`src/rtl/bin2bcd_seq.sv`:
```
`default_nettype none
// ============================================================================
// Module   : bin2bcd_seq
// Brief    : Sequential binary-to-BCD converter (double dabble, one bit per
//            clock) with leading-zero blank mask and overflow flag.
// Revision : 1.0 - initial release
// ============================================================================

module bin2bcd_seq #(
  parameter int BIN_W  = 32,
  parameter int DIGITS = 10
) (
  input  logic                  clk,
  input  logic                  rst_n,
  input  logic                  start,
  input  logic [BIN_W-1:0]      bin_in,
  output logic                  busy,
  output logic                  done,
  output logic [4*DIGITS-1:0]   bcd_out,
  output logic [DIGITS-1:0]     blank_mask,
  output logic                  ovf
);

  localparam int CNT_W = $clog2(BIN_W + 1);
  localparam int ACC_W = 4 * DIGITS;

  typedef enum logic [0:0] {
    IDLE  = 1'b0,
    SHIFT = 1'b1
  } state_t;

  state_t             state;
  logic [BIN_W-1:0]   shreg;
  logic [ACC_W-1:0]   acc;
  logic [CNT_W-1:0]   cnt;
  logic               ovf_acc;

  logic [ACC_W-1:0]   acc_adj;
  logic [ACC_W-1:0]   acc_next;
  logic [DIGITS-1:0]  mask_next;
  logic               ovf_next;

  // Add-3 correction on every digit in parallel before the shift
  generate
    for (genvar g = 0; g < DIGITS; g++) begin : g_adj
      assign acc_adj[4*g +: 4] = (acc[4*g +: 4] >= 4'd5) ? (acc[4*g +: 4] + 4'd3)
                                                         : acc[4*g +: 4];
    end
  endgenerate

  assign acc_next = {acc_adj[ACC_W-2:0], shreg[BIN_W-1]};
  assign ovf_next = ovf_acc | acc_adj[ACC_W-1];

  // A digit blanks only if it and every more-significant digit are zero
  always_comb begin
    logic all_zero;
    all_zero  = 1'b1;
    mask_next = '0;
    for (int i = DIGITS - 1; i >= 1; i--) begin
      all_zero     = all_zero & (acc_next[4*i +: 4] == 4'd0);
      mask_next[i] = all_zero;
    end
  end

  always_ff @(posedge clk or negedge rst_n) begin
    if (!rst_n) begin
      state      <= IDLE;
      busy       <= 1'b0;
      done       <= 1'b0;
      bcd_out    <= '0;
      blank_mask <= {{(DIGITS-1){1'b1}}, 1'b0};
      ovf        <= 1'b0;
      shreg      <= '0;
      acc        <= '0;
      cnt        <= '0;
      ovf_acc    <= 1'b0;
    end else begin
      done <= 1'b0;
      case (state)
        IDLE: begin
          if (start) begin
            shreg   <= bin_in;
            acc     <= '0;
            cnt     <= CNT_W'(BIN_W);
            ovf_acc <= 1'b0;
            busy    <= 1'b1;
            state   <= SHIFT;
          end
        end
        SHIFT: begin
          shreg   <= {shreg[BIN_W-2:0], 1'b0};
          acc     <= acc_next;
          ovf_acc <= ovf_next;
          cnt     <= cnt - CNT_W'(1);
          if (cnt == CNT_W'(1)) begin
            bcd_out    <= acc_next;
            blank_mask <= mask_next;
            ovf        <= ovf_next;
            done       <= 1'b1;
            busy       <= 1'b0;
            state      <= IDLE;
          end
        end
        default: state <= IDLE;
      endcase
    end
  end

endmodule

`default_nettype wire

```
`config.mk`:
```
export PLATFORM = sky130hd
export DESIGN_NAME = bin2bcd_seq
export DESIGN_NICKNAME = d
export VERILOG_FILES = /design/src/rtl/bin2bcd_seq.sv
export SDC_FILE = /design/constraint.sdc
export NUM_CORES = 1
export LEC_CHECK = 0
export BUFFER_PORTS_ARGS = -buffer_cell sky130_fd_sc_hd__buf_2
export CORE_MARGIN = 2
export CORE_UTILIZATION = 50
export CTS_BUF_LIST = sky130_fd_sc_hd__clkbuf_16
export CTS_CLUSTER_SIZE = 30
export DETAILED_ROUTE_END_ITERATION = 10
export GPL_TIMING_DRIVEN = 0
export MAX_ROUTING_LAYER = met4
export PLACE_DENSITY_LB_ADDON = 0.2
export SLEW_MARGIN = 25
export SYNTH_ARGS = -nofsm -noshare
export SYNTH_HDL_FRONTEND = slang
export SYNTH_SLANG_ARGS = --single-unit
export TNS_END_PERCENT = 10
```
`constraint.sdc`:
```
create_clock -name clk -period 2.1 [get_ports clk]
set_input_delay 0.105 -clock clk [delete_from_list [all_inputs] [get_ports clk]]
set_output_delay 0.105 -clock clk [all_outputs]
set_load 0.05 [all_outputs]
```
==> impl_metrics.toml, run 1 <==
[global_route]
grtUsageTotal_pct = 25.1
grt_pass1_vias = 5470
grt_max_degree = 95
gr-total-overflow = 0
antenna_found_initial = 0
grt_pass1_wl_um = 26800

[floorplanning]
dieArea_um2 = 13900
dieWidth_um = 118
placementRows = 41
io_pins = 88
coreArea_um2 = 12700
die_h_um = 118
start_util_pct = 51.3

[worst_setup_path]
reg2reg_from = "acc[20]"
r2r-end = "blank_mask[1]"
startpoint_type = "register"
arrival_ps = 2460
worstPathMaxFanout = 4
worst-setup-path-type = "register to register"
critPathTopFamily = "simple AND/OR/NAND/NOR gates"
crit_buf_inv = 1
crit_required_ps = 2450
path_cells = "inv_2, ha_4, nand2b_4, nor3b_2, a211o_1, nor4b_4, nand4b_1, o21ai_1"
critPathCaptureType = "register"
cp_slowest_stage_delay_ps = 450
cpMaxStageDelayCell = "dfrtp_2"
rrSetupSlack_ps = -9
r2r_cells = 8

[layout]
area_delta_synth_final_pct = 30.3
fillerInstances = 1020
regArea_um2 = 3320
fin_cells = 1033
nets = 905
layout-drive-gt1-share_pct = 27.4
n_antenna_cell = 0
multiInputGateArea_um2 = 3300

[clock_tree]
h-tree-depth = 4
cts_tree = "built"
clkTransAtPathRegs_ps = 60
numCtsBuffers = 17
clockRootBuffer = "clkbuf_16"
worstSkewPairLatency_ps = 420
cts.sinks = 132
cts_buffer_depth = 2

[placement]
place_inst = 948
place_ws_ps = -401
gp_congestion = 0.866
hpwl_um = 11000
portBuffers = 85

[route]
route.detailed.wl_per_inst_um = 16.6
vias = 5654
route.detailed.drc = 0
vias_per_cell = 5.47
drt_wl_total_um = 17100
drt_iter0_markers = 451
first_pass_iters = 5
ant_nets = 0

[min_path]
worstHoldPathCells = 3
min_to = "shreg[10]"
hp-class = "primary input to register"
worstHoldStart = "bin_in[10]"

[sta]
skew_ps = 7.37
finalWorstPathRequiredPeriod_ps = 2110
max_slew.worst_pin.slew_ps = 750
setup_slack_ps = -9.19
slew_viol_final = 0
finalCritPeriodShare_pct = 100
relSlewSlack_pct = 50.0
finalSetupViolations = 1
hold_violations = 1
timing.fmax_mhz = 474
hold_ws_ps = -2.38
rsz0062_at_grt = "true"

[pwr]
p_per_area_nw_per_um2 = 1690
finalPower_mw = 14.3
peakVddDrop_v = 0.000713
p_leak_nw = 4.04

[synthesis]
synth_nets = 747
synth_cell_types = 47
seq_area_frac_synth_pct = 51.0
yosys.area.top_type = "dfrtp_1"
ys_dominant_reg_cell = "dfrtp_1"
synth.avg_cell_area_um2 = 9.42
ys_ff_latch = 132
synth_top_area_share_pct = 47.4
yosys-top-cells-area = "dfrtp_1, nand2_1, mux2i_1"
syn_inst = 690
synth_edf_count = 0
async_flop_share_pct = 100
ys_warn_count = 0
netlist_area_um2 = 6500

[status]
violations = "hold timing, setup timing"
outcome = "finished, violations left"

[flow_run]
max_cap_violations = 0
## cells in the final DEF, fill, tap and decap left out, drive strengths merged, types with 2 or more instances in the layout
cell type	netlist	final
a211oi	3	3
a21oi	27	27
a22o	2	2
a31o	4	4
and2	3	3
buf	9	131
clkbuf	26	43
clkinv	1	10
dfrtp	123	123
dfstp	9	9
dlygate4sd3	0	17
ha	22	22
inv	24	30
mux2i	49	49
nand2	196	196
nand2b	13	13
nand3	7	7
nand3b	4	4
nand4b	2	2
nor2	16	16
nor3b	17	17
nor4	2	2
o21ai	77	77
o22ai	18	18
o31ai	10	10
xnor2	11	11
## cell families after synthesis
logic type	share of synthesized area, %
compound gates	13.0
xor+xnor	1.62
fa+ha+maj	4.24
buf+inv	3.56
flops	51.0
mux	7.72
other cells	0.0577
simple gates	18.8
## tightest hold or removal path, delay by kind of cell
kind / cells / cell delay (ps)
AO/OA/AOI/OAI: 1 / 140
buffers and inverters: 1 / 80
multiplexers: 1 / 50
## area by class of cell
| cell class | count | area share [%] |
|---|---|---|
| buffer | 35 | 1.63 |
| clock buffer | 17 | 5.02 |
| clock inverter | 15 | 0.724 |
| inverter | 25 | 1.23 |
| multi-input combinational | 498 | 38.9 |
| sequential | 132 | 39.3 |
| tap | 172 | 2.54 |
| timing repair buffer | 139 | 10.7 |
## repair_timing
action | in CTS | in global routing
setup buffers | 10 | 26
endpoints found under the setup margin | 8 | 11
hold buffers | 17 | 0
pin swaps | 12 | 18
gates resized for setup | 32 | 61
hold endpoints to repair | 144 | 0
## sequential cells by signal (all words and copies together) (netlist names), 6 cells and up
signal      cells
acc            40
bcd_out        40
shreg          32
cnt             6
blank_mask      9
## per-layer routing
metal  GRT usage, %  vias up  routed length (um)
met5              -        -                   0
met4           11.3        0                 552
met3           5.04       48                1070
met2           39.3      223                8340
met1           31.6     2715                7150
li1               -     2668                   -
## per-stage QoR
stage               area (um^2)  utilization (%)  TNS [ps]  hold slack [ps]
global route               8470             66.8      -291             14.3
detailed placement         7180             56.6     -2090             4.90
floorplan                  6500                -         0             -191
global placement           7140             56.3   -105570              356
finish                     8470             66.8     -9.19            -2.38
CTS                        8030             63.4         0             1.06
## cells in the mapped netlist, drive strengths merged, types with 10 or more instances
cell / instances
nand2: 196
dfrtp: 123
o21ai: 77
mux2i: 49
a21oi: 27
clkbuf: 26
inv: 24
ha: 22
o22ai: 18
nor3b: 17
nor2: 16
nand2b: 13
xnor2: 11
o31ai: 10
## worst max-delay path by stage
| stage | startpoint | endpoint | slack [ps] | cells past startpoint |
|---|---|---|---|---|
| finish | acc[20] | blank_mask[1] | -9 | 8 |
| global route | acc[16] | blank_mask[1] | -140 | 6 |
| CTS | acc[12] | blank_mask[1] | 3 | 8 |
| detailed placement | acc[36] | blank_mask[5] | -400 | 8 |
| global placement | rst_n | shreg[28] | -850 | 1 |
| floorplan | acc[36] | blank_mask[5] | 20 | 8 |
## power breakdown
part           leakage (nW)  switching (mW)  internal [mW]
Clock                 0.261            1.04           1.44
Sequential             1.67           0.935           3.59
Combinational          2.11            4.46           2.88
Total                  4.04            6.43           7.92
Note: power is estimated with default switching activity, not from simulation.
==> run 2: changes to the inputs <==
--- a/config.mk
+++ b/config.mk
@@ -13,7 +13,7 @@
 export DETAILED_ROUTE_END_ITERATION = 10
 export GPL_TIMING_DRIVEN = 0
 export MAX_ROUTING_LAYER = met4
-export PLACE_DENSITY_LB_ADDON = 0.2
+export PLACE_DENSITY_LB_ADDON = 0.08
 export SLEW_MARGIN = 25
 export SYNTH_ARGS = -nofsm -noshare
 export SYNTH_HDL_FRONTEND = slang
==> impl_metrics.toml, run 2 (synthesis results as in run 1) <==
[status]
outcome = "finished, violations left"
violations = "hold timing, setup timing"

[layout]
final_cell_mix = "nand2_1, dfrtp_1, buf_2"
area_delta_synth_final_pct = 30.7
fin_cells = 1035
utilization_pct = 67.0
layout_commonest_cell = "nand2_1"
fillerInstances = 1020
reg.largest.list = "acc: 40 flops, bcd_out: 40 flops, shreg: 32 flops"
n_antenna_cell = 0
nets = 907
regArea_um2 = 3320
layout-drive-gt1-share_pct = 25.4
multiInputGateArea_um2 = 3270

[floorplanning]
start_util_pct = 51.3
die_h_um = 118
io_pins = 88
dieWidth_um = 118
dieArea_um2 = 13900
coreArea_um2 = 12700
placementRows = 41

[pwr]
finalPower_mw = 14.4
pwr-share-seq_pct = 31.1
p_per_area_nw_per_um2 = 1700
p_sw_mw = 6.43
p_leak_nw = 4.06
peakVddDrop_v = 0.000766
comb_power_share_pct = 50.8
power.internal_mw = 7.99
swShare_pct = 44.6
clkPwrFrac_pct = 18.1

[route]
vias = 5588
ant_nets = 0
first_pass_iters = 5
drt_iter0_markers = 270
route.detailed.wl_per_inst_um = 16.7
route.detailed.drc = 0
drt_wl_total_um = 17300
vias_per_cell = 5.40

[worst_setup_path]
startpoint_type = "register"
r2r_cells = 9
rrSetupSlack_ps = -60
crit_required_ps = 2450
reg2reg_from = "acc[20]"
critPathCaptureType = "register"
worst-setup-path-type = "register to register"
arrival_ps = 2510
startpoint = "acc[20]"
r2r-end = "blank_mask[1]"
worstPathMaxFanout = 5

[global_route]
grt_pass1_vias = 5597
grt_max_degree = 74
grtUsageTotal_pct = 26.2
gr-total-overflow = 0
antenna_found_initial = 0
grt_pass1_wl_um = 27900

[placement]
place_ws_ps = -449
place_inst = 948
hpwl_um = 11300
gp_congestion = 0.816
portBuffers = 85

[sta]
relSlewSlack_pct = 47.0
finalWorstPathRequiredPeriod_ps = 2160
finalCritPeriodShare_pct = 103
hold_violations = 1
timing.fmax_mhz = 463
slew_viol_final = 0
hold_ws_ps = -1.51
setup_slack_ps = -58.0
max_slew.worst_pin.slew_ps = 796
setup_tns_ps = -58.0
rsz0062_at_grt = "true"
skew_ps = 13.5
finalSetupViolations = 1

[clock_tree]
clkTransAtPathRegs_ps = 60
cts_tree = "built"
worstSkewPairLatency_ps = 430
numCtsBuffers = 17
cts_buffer_depth = 2
h-tree-depth = 4
clockRootBuffer = "clkbuf_16"
cts.sinks = 132

[min_path]
hp-class = "primary input to register"
worstHoldStart = "bin_in[19]"
worstHoldPathCells = 3
min_to = "shreg[19]"

[flow_run]
max_cap_violations = 0
==> run 2: through the flow <==
| stage | hold slack, ps | cell area [um^2] |
|---|---|---|
| 6_report | -1.51 | 8490 |
| 5_1_grt | 20.6 | 8490 |
| 4_1_cts | 1.05 | 8270 |
| 3_5_place_dp | 65.8 | 7180 |
| 3_3_place_gp | 356 | 7140 |
| 2_1_floorplan | -191 | 6500 |
==> run 2: layout make-up <==
cell class / count / share of cell area, %
Multi-Input combinational cell: 498 / 38.5
Inverter: 25 / 1.16
Sequential cell: 132 / 39.1
Timing Repair Buffer: 141 / 11.1
Buffer: 35 / 1.61
Tap cell: 172 / 2.53
Clock inverter: 15 / 1.02
Clock buffer: 17 / 5.01
==> run 2: timing repair <==
item,4_1_cts,5_1_grt
pin swaps,15,11
buffers inserted,19,10
resized for setup,46,34
hold buffers,26,0
hold endpoints to repair,84,0
setup endpoints to repair,8,7
==> run 2: worst max-delay path by stage <==
stage                         end  slack, ps  depth (start not counted)
global placement        shreg[26]       -840                          1
CTS                 blank_mask[1]          7                          8
finish              blank_mask[1]        -60                          9
floorplan           blank_mask[5]         20                          8
detailed placement  blank_mask[5]       -450                          8
global route        blank_mask[1]       -110                         10
==> run 2: worst max-delay path, cell delays in order (launching register included) <==
cell and delay (ps):
dfrtp_2 440, ha_2 190, nand2b_4 150, nor3b_4 170, a211o_1 310, buf_4 160, nor4b_4 220, nand4b_1 130
buf_4 170, o21ai_2 140
==> run 2: power groups by stage <==
stage | sequential, mW | combinational, mW | clock, mW
6_report | 4.48 | 7.32 | 2.61
5_1_grt | 4.62 | 7.95 | 2.77
4_1_cts | 4.44 | 6.69 | 2.64
3_5_place_dp | 4.40 | 5.98 | 0
3_3_place_gp | 4.35 | 5.78 | 0
2_1_floorplan | 5.46 | 3.40 | 0
==> run 2: layer usage <==
metal	vias to the layer above	global-route usage, %	wire [um]
met5	-	-	0
met4	0	11.4	479
met3	37	4.99	953
met2	156	41.7	8380
met1	2722	32.6	7440
li1	2673	-	-
